===== config.mk =====
export PLATFORM = sky130hd
export DESIGN_NAME = escritor_rtc_flat
export DESIGN_NICKNAME = d
export VERILOG_FILES = /design/src/rtl/bloque_rtc_pkg.sv /design/src/rtl/escritor_rtc_if.sv /design/src/rtl/escritor_rtc_temporizador_fase.sv /design/src/rtl/escritor_rtc.sv /design/src/flat_wrapper.sv
export SDC_FILE = /design/constraint.sdc
export NUM_CORES = 1
export LEC_CHECK = 0
export ABC_CLOCK_PERIOD_IN_PS = 6400
export CAP_MARGIN = 20
export CELL_PAD_IN_SITES_DETAIL_PLACEMENT = 2
export CELL_PAD_IN_SITES_GLOBAL_PLACEMENT = 2
export CORE_UTILIZATION = 38
export DETAILED_ROUTE_END_ITERATION = 16
export GPL_TIMING_DRIVEN = 0
export PLACE_DENSITY = 0.85
export SETUP_SLACK_MARGIN = 0.3
export SLEW_MARGIN = 25
export SYNTH_ARGS = -nofsm -noshare
export SYNTH_HDL_FRONTEND = slang
export SYNTH_SLANG_ARGS = --single-unit

===== constraint.sdc =====
create_clock -name reloj -period 6.4 [get_ports reloj]
set_input_delay 0.64 -clock reloj [delete_from_list [all_inputs] [get_ports reloj]]
set_output_delay 0.64 -clock reloj [all_outputs]
set_load 0.01 [all_outputs]

===== src/rtl/bloque_rtc_pkg.sv =====
// Shared definitions for the RTC register writer: register map, FSM states,
// pass counts and the latched time payload.
// Optional feature macro: ESCRITURA_FECHA_EN (adds day/month/year registers).
package bloque_rtc_pkg;

  localparam logic [7:0] ADDR_SEG    = 8'h21;
  localparam logic [7:0] ADDR_MIN    = 8'h22;
  localparam logic [7:0] ADDR_HORA   = 8'h23;
  localparam logic [7:0] ADDR_DIA    = 8'h24;
  localparam logic [7:0] ADDR_MES    = 8'h25;
  localparam logic [7:0] ADDR_ANIO   = 8'h26;
  localparam logic [7:0] ADDR_COMMIT = 8'hF1;
  localparam logic [7:0] DATA_COMMIT = 8'h00;

`ifdef ESCRITURA_FECHA_EN
  localparam int unsigned NUM_REGS = 7;
`else
  localparam int unsigned NUM_REGS = 4;
`endif
  // Each register takes an address pass followed by a data pass
  localparam int unsigned NUM_PASSES = 2 * NUM_REGS;
  localparam int unsigned PASS_W     = 4;
  localparam int unsigned IDX_W      = PASS_W - 1;
  localparam int unsigned CNT_W      = 4;

  typedef enum logic [2:0] {
    ST_IDLE,
    ST_SETUP,
    ST_STROBE,
    ST_HOLD,
    ST_GAP
  } estado_t;

  typedef struct packed {
    logic [7:0] seg;
    logic [7:0] min;
    logic [7:0] hora;
`ifdef ESCRITURA_FECHA_EN
    logic [7:0] dia;
    logic [7:0] mes;
    logic [7:0] anio;
`endif
  } tiempo_t;

  // Register address written by register slot idx; last slot is the commit
  function automatic logic [7:0] reg_addr(input logic [IDX_W-1:0] idx);
    case (idx)
      3'd0:    reg_addr = ADDR_SEG;
      3'd1:    reg_addr = ADDR_MIN;
      3'd2:    reg_addr = ADDR_HORA;
`ifdef ESCRITURA_FECHA_EN
      3'd3:    reg_addr = ADDR_DIA;
      3'd4:    reg_addr = ADDR_MES;
      3'd5:    reg_addr = ADDR_ANIO;
`endif
      default: reg_addr = ADDR_COMMIT;
    endcase
  endfunction

endpackage


===== src/rtl/escritor_rtc_if.sv =====
// Multiplexed RTC write bus: active-low strobes plus address/data lines.
interface escritor_rtc_if;
  logic       CS_n;
  logic       RD_n;
  logic       WR_n;
  logic       A_D;
  logic       AD_oe;
  logic [7:0] AD_out;

  modport master (output CS_n, RD_n, WR_n, A_D, AD_oe, AD_out);
  modport slave  (input  CS_n, RD_n, WR_n, A_D, AD_oe, AD_out);
endinterface


===== src/rtl/escritor_rtc_temporizador_fase.sv =====
// Loadable down-counter timing the STROBE and GAP phases.
module temporizador_fase
  import bloque_rtc_pkg::*;
(
  input  logic             reloj,
  input  logic             resetM,
  input  logic             load,
  input  logic [CNT_W-1:0] load_val,
  output logic             zero_c
);

  logic [CNT_W-1:0] cnt_q;

  // Load on request, otherwise count down and park at zero
  always_ff @(posedge reloj or negedge resetM) begin
    if (!resetM)              cnt_q <= '0;
    else if (load)            cnt_q <= load_val;
    else if (cnt_q != '0)     cnt_q <= cnt_q - CNT_W'(1);
  end

  assign zero_c = (cnt_q == '0);

endmodule


===== src/rtl/escritor_rtc.sv =====
// Writes the latched time (and optionally date) into an RTC over a
// multiplexed address/data bus, finishing with a commit write.
// Optional feature macro: ESCRITURA_FECHA_EN (adds IN_dia/IN_mes/IN_anio).
module escritor_rtc
  import bloque_rtc_pkg::*;
#(
  parameter int unsigned T_ACT = 4,
  parameter int unsigned T_GAP = 2
)(
  input  logic       reloj,
  input  logic       resetM,
  input  logic [7:0] IN_segh,
  input  logic [7:0] IN_minh,
  input  logic [7:0] IN_horah,
`ifdef ESCRITURA_FECHA_EN
  input  logic [7:0] IN_dia,
  input  logic [7:0] IN_mes,
  input  logic [7:0] IN_anio,
`endif
  input  logic       START,
  output logic       BUSY,
  output logic       DONE,
  escritor_rtc_if.master bus
);

  estado_t          state_q, state_n;
  logic [PASS_W-1:0] pass_q, pass_n;
  logic [IDX_W-1:0] idx_n;
  tiempo_t          dat_q;
  logic             cnt_load;
  logic [CNT_W-1:0] cnt_val;
  logic             cnt_zero_c;
  logic [7:0]       dato_c, val_c;
  logic             busy_n, done_n, cs_n_n, wr_n_n, a_d_n, ad_oe_n;
  logic [7:0]       ad_out_n;

  temporizador_fase u_temporizador (
    .reloj    (reloj),
    .resetM   (resetM),
    .load     (cnt_load),
    .load_val (cnt_val),
    .zero_c   (cnt_zero_c)
  );

  // Capture the payload only when a request is accepted
  always_ff @(posedge reloj or negedge resetM) begin
    if (!resetM) begin
      dat_q <= '0;
    end else if (state_q == ST_IDLE && START) begin
      dat_q.seg  <= IN_segh;
      dat_q.min  <= IN_minh;
      dat_q.hora <= IN_horah;
`ifdef ESCRITURA_FECHA_EN
      dat_q.dia  <= IN_dia;
      dat_q.mes  <= IN_mes;
      dat_q.anio <= IN_anio;
`endif
    end
  end

  // State, pass index and registered bus outputs
  always_ff @(posedge reloj or negedge resetM) begin
    if (!resetM) begin
      state_q    <= ST_IDLE;
      pass_q     <= '0;
      BUSY       <= 1'b0;
      DONE       <= 1'b0;
      bus.CS_n   <= 1'b1;
      bus.RD_n   <= 1'b1;
      bus.WR_n   <= 1'b1;
      bus.A_D    <= 1'b0;
      bus.AD_oe  <= 1'b0;
      bus.AD_out <= 8'h00;
    end else begin
      state_q    <= state_n;
      pass_q     <= pass_n;
      BUSY       <= busy_n;
      DONE       <= done_n;
      bus.CS_n   <= cs_n_n;
      bus.RD_n   <= 1'b1;
      bus.WR_n   <= wr_n_n;
      bus.A_D    <= a_d_n;
      bus.AD_oe  <= ad_oe_n;
      bus.AD_out <= ad_out_n;
    end
  end

  // Next state, then outputs decoded from the next state so they register cleanly
  always_comb begin
    state_n  = state_q;
    pass_n   = pass_q;
    cnt_load = 1'b0;
    cnt_val  = '0;
    done_n   = 1'b0;
    cs_n_n   = 1'b1;
    wr_n_n   = 1'b1;
    a_d_n    = 1'b0;
    ad_oe_n  = 1'b0;
    ad_out_n = 8'h00;

    case (state_q)
      ST_IDLE: begin
        if (START) begin
          state_n = ST_SETUP;
          pass_n  = '0;
        end
      end
      ST_SETUP: begin
        state_n  = ST_STROBE;
        cnt_load = 1'b1;
        cnt_val  = CNT_W'(T_ACT - 1);
      end
      ST_STROBE: begin
        if (cnt_zero_c) state_n = ST_HOLD;
      end
      ST_HOLD: begin
        state_n  = ST_GAP;
        cnt_load = 1'b1;
        cnt_val  = CNT_W'(T_GAP - 1);
      end
      ST_GAP: begin
        if (cnt_zero_c) begin
          if (pass_q == PASS_W'(NUM_PASSES - 1)) begin
            state_n = ST_IDLE;
            done_n  = 1'b1;
          end else begin
            state_n = ST_SETUP;
            pass_n  = PASS_W'(pass_q + PASS_W'(1));
          end
        end
      end
      default: state_n = ST_IDLE;
    endcase

    idx_n = pass_n[PASS_W-1:1];
    case (idx_n)
      3'd0:    dato_c = dat_q.seg;
      3'd1:    dato_c = dat_q.min;
      3'd2:    dato_c = dat_q.hora;
`ifdef ESCRITURA_FECHA_EN
      3'd3:    dato_c = dat_q.dia;
      3'd4:    dato_c = dat_q.mes;
      3'd5:    dato_c = dat_q.anio;
`endif
      default: dato_c = DATA_COMMIT;
    endcase
    val_c  = pass_n[0] ? dato_c : reg_addr(idx_n);
    busy_n = (state_n != ST_IDLE);

    case (state_n)
      ST_SETUP, ST_STROBE, ST_HOLD: begin
        cs_n_n   = 1'b0;
        wr_n_n   = (state_n != ST_STROBE);
        a_d_n    = pass_n[0];
        ad_oe_n  = 1'b1;
        ad_out_n = val_c;
      end
      ST_GAP:  a_d_n = pass_n[0];
      default: ;
    endcase
  end

endmodule

===== src/flat_wrapper.sv =====
// flat-port wrapper written by rule: the top's interface ports become plain ports
module escritor_rtc_flat import bloque_rtc_pkg::*;
#(
  parameter int unsigned T_ACT = 4,
  parameter int unsigned T_GAP = 2
)
  (reloj, resetM, IN_segh, IN_minh, IN_horah, START, BUSY, DONE, bus_CS_n, bus_RD_n, bus_WR_n, bus_A_D, bus_AD_oe, bus_AD_out);
  escritor_rtc_if bus_i ();
  input  logic reloj;
  input  logic resetM;
  input  logic [7:0] IN_segh;
  input  logic [7:0] IN_minh;
  input  logic [7:0] IN_horah;
  input  logic START;
  output logic BUSY;
  output logic DONE;
  output wire logic [$bits(bus_i.CS_n)-1:0] bus_CS_n;
  output wire logic [$bits(bus_i.RD_n)-1:0] bus_RD_n;
  output wire logic [$bits(bus_i.WR_n)-1:0] bus_WR_n;
  output wire logic [$bits(bus_i.A_D)-1:0] bus_A_D;
  output wire logic [$bits(bus_i.AD_oe)-1:0] bus_AD_oe;
  output wire logic [$bits(bus_i.AD_out)-1:0] bus_AD_out;
  assign bus_CS_n = bus_i.CS_n;
  assign bus_RD_n = bus_i.RD_n;
  assign bus_WR_n = bus_i.WR_n;
  assign bus_A_D = bus_i.A_D;
  assign bus_AD_oe = bus_i.AD_oe;
  assign bus_AD_out = bus_i.AD_out;
  escritor_rtc #(.T_ACT(T_ACT), .T_GAP(T_GAP)) u_core (.reloj(reloj), .resetM(resetM), .IN_segh(IN_segh), .IN_minh(IN_minh), .IN_horah(IN_horah), .START(START), .BUSY(BUSY), .DONE(DONE), .bus(bus_i));
endmodule

==> impl_metrics.env <==
export IMPL_chipWidth_um=80.0
export IMPL_reg2reg_to="u_core.bus.AD_out[1]"
export IMPL_critical_path_arrival_ps=2870
export IMPL_gp_congestion=0.724
export IMPL_finalCritPeriodShare_pct=42.1
export IMPL_synth_area_mux_share_pct=16.3
export IMPL_per_cell_routed_wire_length_um=17.9
export IMPL_grt_pass1_wl_um=9090
export IMPL_clockBufferDepth=2
export IMPL_final_hold_violation_count=0
export IMPL_synth_xor_xnor_area_share_pct=1.14
export IMPL_post_synth_simple_gate_area_pct=13.0
export IMPL_critical_path_peak_fanout=10
export IMPL_cts_htree_levels=2
export IMPL_detail_route_vias_per_cell=5.16
export IMPL_area_growth_syn_to_layout_pct=25.2
export IMPL_worst_r2r_startpoint="u_core.u_temporizador.cnt_q[0]"
export IMPL_final_critical_path_required_period_ps=2690
export IMPL_floorplan_die_area_mm2=0.00639
export IMPL_n_antenna_cell=0
export IMPL_cts_sinks=49
export IMPL_cp_buffers_inverters=2
export IMPL_synthDominantCellAreaShare_pct=50.9
export IMPL_initial_utilization_pct=39.2
export IMPL_drt_antenna_violating_nets=0
export IMPL_detailed_placement_hpwl_um=3940
export IMPL_detailroute_via_count=1548
export IMPL_tightest_slew_ps=896
export IMPL_finalMaxSlewViolations=0
export IMPL_combinational_family_with_the_most_area_after_synthesis="multiplexers"
export IMPL_timing_final_setup_violations=0
export IMPL_worstHoldPathType="in -> async"
export IMPL_synth_top_flop_cell="sky130_fd_sc_hd__dfrtp_1"
export IMPL_synth_area_top_cells="sky130_fd_sc_hd__dfrtp_1 51%, sky130_fd_sc_hd__mux2_2 13%, sky130_fd_sc_hd__mux2_4 2.6%, sky130_fd_sc_hd__dfstp_2 2.3%, sky130_fd_sc_hd__a221oi_1 1.9%"
export IMPL_ys_seq_area_share_pct=53.2
export IMPL_final_net_count=253
export IMPL_status="complete, no violations"
export IMPL_syn_area_per_cell_um2=13.0
export IMPL_synthesized_area_fraction_occupied_by_ao_oa_aoi_and_oai_cells_pct=11.3
export IMPL_synthArstFlopShare_pct=100
export IMPL_overflow=0
export IMPL_global_route_usage_total_pct=19.1
export IMPL_setup_worst_path_end_class="flop"
export IMPL_synth_edf_count=0
export IMPL_wl_um=5360
export IMPL_flop2flop_setup_slack_ps=3710
export IMPL_power_per_cell_area_mw_per_mm2=425
export IMPL_ys_seq_elements=49
export IMPL_count_of_buffers_added_by_post_cts_timing_repair_for_setup=0
export IMPL_io_pin_count=42
export IMPL_setup_worst_path_start_class="flop"
export IMPL_antenna_found_initial=0
export IMPL_worst_skew_pair_late_latency_ps=300
export IMPL_slew_limit_headroom_pct=39.8
export IMPL_synthesis_instances=177
export IMPL_post_synth_fa_ha_maj_area_fraction_pct=1.08
export IMPL_crit_path_top_delay_cell="sky130_fd_sc_hd__nor3b_2"
export IMPL_clock_skew_final_ps=8.09
export IMPL_drc=0
export IMPL_tritoncts_num_buffers=5
export IMPL_rsz_0062_raised_after_global_routing="false"
export IMPL_final_layout_size_suffix_gt1_share_pct=29.8
export IMPL_clkSlewWorstSetupHoldPaths_ps=90
export IMPL_max_cap_violations=0
export IMPL_worstSetupEndpoint="u_core.bus.AD_out[1]"
export IMPL_via_count_of_the_first_global_routing_pass=1788
export IMPL_grt_start_max_net_pins=50
export IMPL_synth_cells_most_frequent="47 x sky130_fd_sc_hd__dfrtp_1, 26 x sky130_fd_sc_hd__mux2_2, 10 x sky130_fd_sc_hd__nor2_1"
export IMPL_max_freq_mhz=371
export IMPL_cp_required_ps=6580
export IMPL_clockRootBuffer="sky130_fd_sc_hd__clkbuf_8"
export IMPL_die_h_um=80.0
export IMPL_worstSetupStartpoint="u_core.u_temporizador.cnt_q[0]"
export IMPL_cellLeakagePower_nw=1.21
export IMPL_synth_area_mm2=0.00231
export IMPL_critPathMaxStageDelay_ps=500
export IMPL_ir_drop_mv=0.195
export IMPL_synth_top_cell_by_area="sky130_fd_sc_hd__dfrtp_1"
export IMPL_final_hold_worst_slack_ps=354
export IMPL_numPortBuffers=40
export IMPL_detailedRoute_firstIterationViolations=48
export IMPL_yosys_warnings=0
export IMPL_postCtsHoldBufs=0
export IMPL_detail_route_first_pass_iterations=2
export IMPL_core_region_area_mm2=0.00589
export IMPL_crit_chain="inv_1 -> ha_1 -> nor3b_2 -> a31oi_1 -> a21oi_4 -> buf_12 -> mux2_4 -> a221oi_1 -> nor3_1"
export IMPL_path_delay_family="compound AO/OA/AOI/OAI gates"
export IMPL_reg2regPathDepth=9
export IMPL_timing_critical_path_depth=9
export IMPL_synth_most_common_cell="sky130_fd_sc_hd__dfrtp_1"
export IMPL_fin_setup_tns_ps=0
export IMPL_net_count_synth=206
export IMPL_core_rowCount=28
export IMPL_postCtsResizedCells=0
export IMPL_synthDistinctLibCells=50
export IMPL_crit_type="reg -> reg"
export IMPL_tritoncts_clock_tree="done"
stage by stage:
step / power [mW] / utilization, % / instance area [um2] / worst slack, ps / cells
after floorplan: 0.867 / - / 2310 / 4120 / 177
after CTS: 1.25 / 49.1 / 2890 / 3660 / 300
final: 1.23 / 49.1 / 2890 / 3710 / 300
after global routing: 1.31 / 49.1 / 2890 / 3480 / 300
after global placement: 1.02 / 47.6 / 2800 / 3220 / 292
after detailed placement: 1.06 / 47.6 / 2800 / 3440 / 292
power by group:
| group | leakage (nW) | internal (mW) | switching [mW] |
|---|---|---|---|
| Combinational | 0.564 | 0.274 | 0.249 |
| Sequential | 0.604 | 0.445 | 0.0750 |
| Clock | 0.0455 | 0.0883 | 0.0970 |
registers in the layout (all words and copies together) (netlist names):
name,count
u_core.BUSY,1
u_core.DONE,1
u_core.bus.AD_oe,1
u_core.bus.AD_out,8
u_core.bus.A_D,1
u_core.bus.CS_n,1
u_core.bus.WR_n,1
u_core.dat_q,24
u_core.pass_q,4
u_core.state_q,3
u_core.u_temporizador.cnt_q,4
cells by family after synthesis:
group	after synthesis
DFF	49
and+or+nand+nor	46
muxes	32
AOI/OAI and AO/OA	29
buffers and inverters	15
xor gates and xnor gates	3
adders and majority gates	2
other	1
worst register-to-register path, stage by stage, from the launching register on:
cell and delay (ps):
sky130_fd_sc_hd__dfrtp_1 400, sky130_fd_sc_hd__inv_1 90, sky130_fd_sc_hd__ha_1 200, sky130_fd_sc_hd__nor3b_2 500, sky130_fd_sc_hd__a31oi_1 230, sky130_fd_sc_hd__a21oi_4 300, sky130_fd_sc_hd__buf_12 190, sky130_fd_sc_hd__mux2_4 300
sky130_fd_sc_hd__a221oi_1 300, sky130_fd_sc_hd__nor3_1 80
layout by cell type, fill, tap and decap left out, types with 2 or more instances in the layout:
| cell type | synthesis | routed |
|---|---|---|
| sky130_fd_sc_hd__clkdlybuf4s50_1 | 0 | 39 |
| sky130_fd_sc_hd__o21ai_0 | 2 | 2 |
| sky130_fd_sc_hd__dfrtp_1 | 47 | 47 |
| sky130_fd_sc_hd__inv_2 | 2 | 2 |
| sky130_fd_sc_hd__clkbuf_1 | 0 | 2 |
| sky130_fd_sc_hd__xnor2_1 | 3 | 3 |
| sky130_fd_sc_hd__inv_1 | 5 | 5 |
| sky130_fd_sc_hd__nor2_1 | 10 | 10 |
| sky130_fd_sc_hd__a21oi_1 | 5 | 5 |
| sky130_fd_sc_hd__mux2_1 | 2 | 2 |
| sky130_fd_sc_hd__nand2_1 | 5 | 5 |
| sky130_fd_sc_hd__a22oi_1 | 2 | 2 |
| sky130_fd_sc_hd__ha_1 | 2 | 2 |
| sky130_fd_sc_hd__o211ai_2 | 2 | 2 |
| sky130_fd_sc_hd__mux2_4 | 4 | 4 |
| sky130_fd_sc_hd__nand3_1 | 4 | 4 |
| sky130_fd_sc_hd__nand3b_1 | 2 | 2 |
| sky130_fd_sc_hd__nand2b_1 | 4 | 4 |
| sky130_fd_sc_hd__dfstp_2 | 2 | 2 |
| sky130_fd_sc_hd__nor2b_1 | 4 | 4 |
| sky130_fd_sc_hd__a221oi_1 | 5 | 5 |
| sky130_fd_sc_hd__buf_2 | 4 | 4 |
| sky130_fd_sc_hd__mux2_2 | 26 | 26 |
| sky130_fd_sc_hd__clkbuf_8 | 0 | 6 |
| sky130_fd_sc_hd__a21oi_2 | 2 | 2 |
| sky130_fd_sc_hd__nor3_1 | 4 | 4 |
| sky130_fd_sc_hd__buf_4 | 3 | 4 |
area by class of cell:
type	instances	area [um2]
fillers	616	2990
flip-flops and latches	49	1230
multi-input cells	113	992
repair buffers	40	398
well taps	75	93.8
clock buffers	8	90.1
plain buffers	8	62.6
inverters	7	26.3
worst min path at each step:
| stage | startpoint | end | slack [ps] | depth (start not counted) |
|---|---|---|---|---|
| floorplan | resetM | u_core.BUSY | 340 | 0 |
| global placement | u_core.dat_q[19] | u_core.dat_q[19] | 480 | 1 |
| detailed placement | u_core.dat_q[7] | u_core.dat_q[7] | 500 | 1 |
| CTS | resetM | u_core.dat_q[2] | 370 | 1 |
| global route | resetM | u_core.state_q[2] | 380 | 1 |
| finish | resetM | u_core.u_temporizador.cnt_q[2] | 350 | 1 |
routing by layer:
layer  track usage, %  wire length, um
met5                0                0
met4             5.36               26
met3             3.09              135
met2             34.3             2850
met1             23.4             2350
Note: power is estimated with default switching activity, not from simulation.
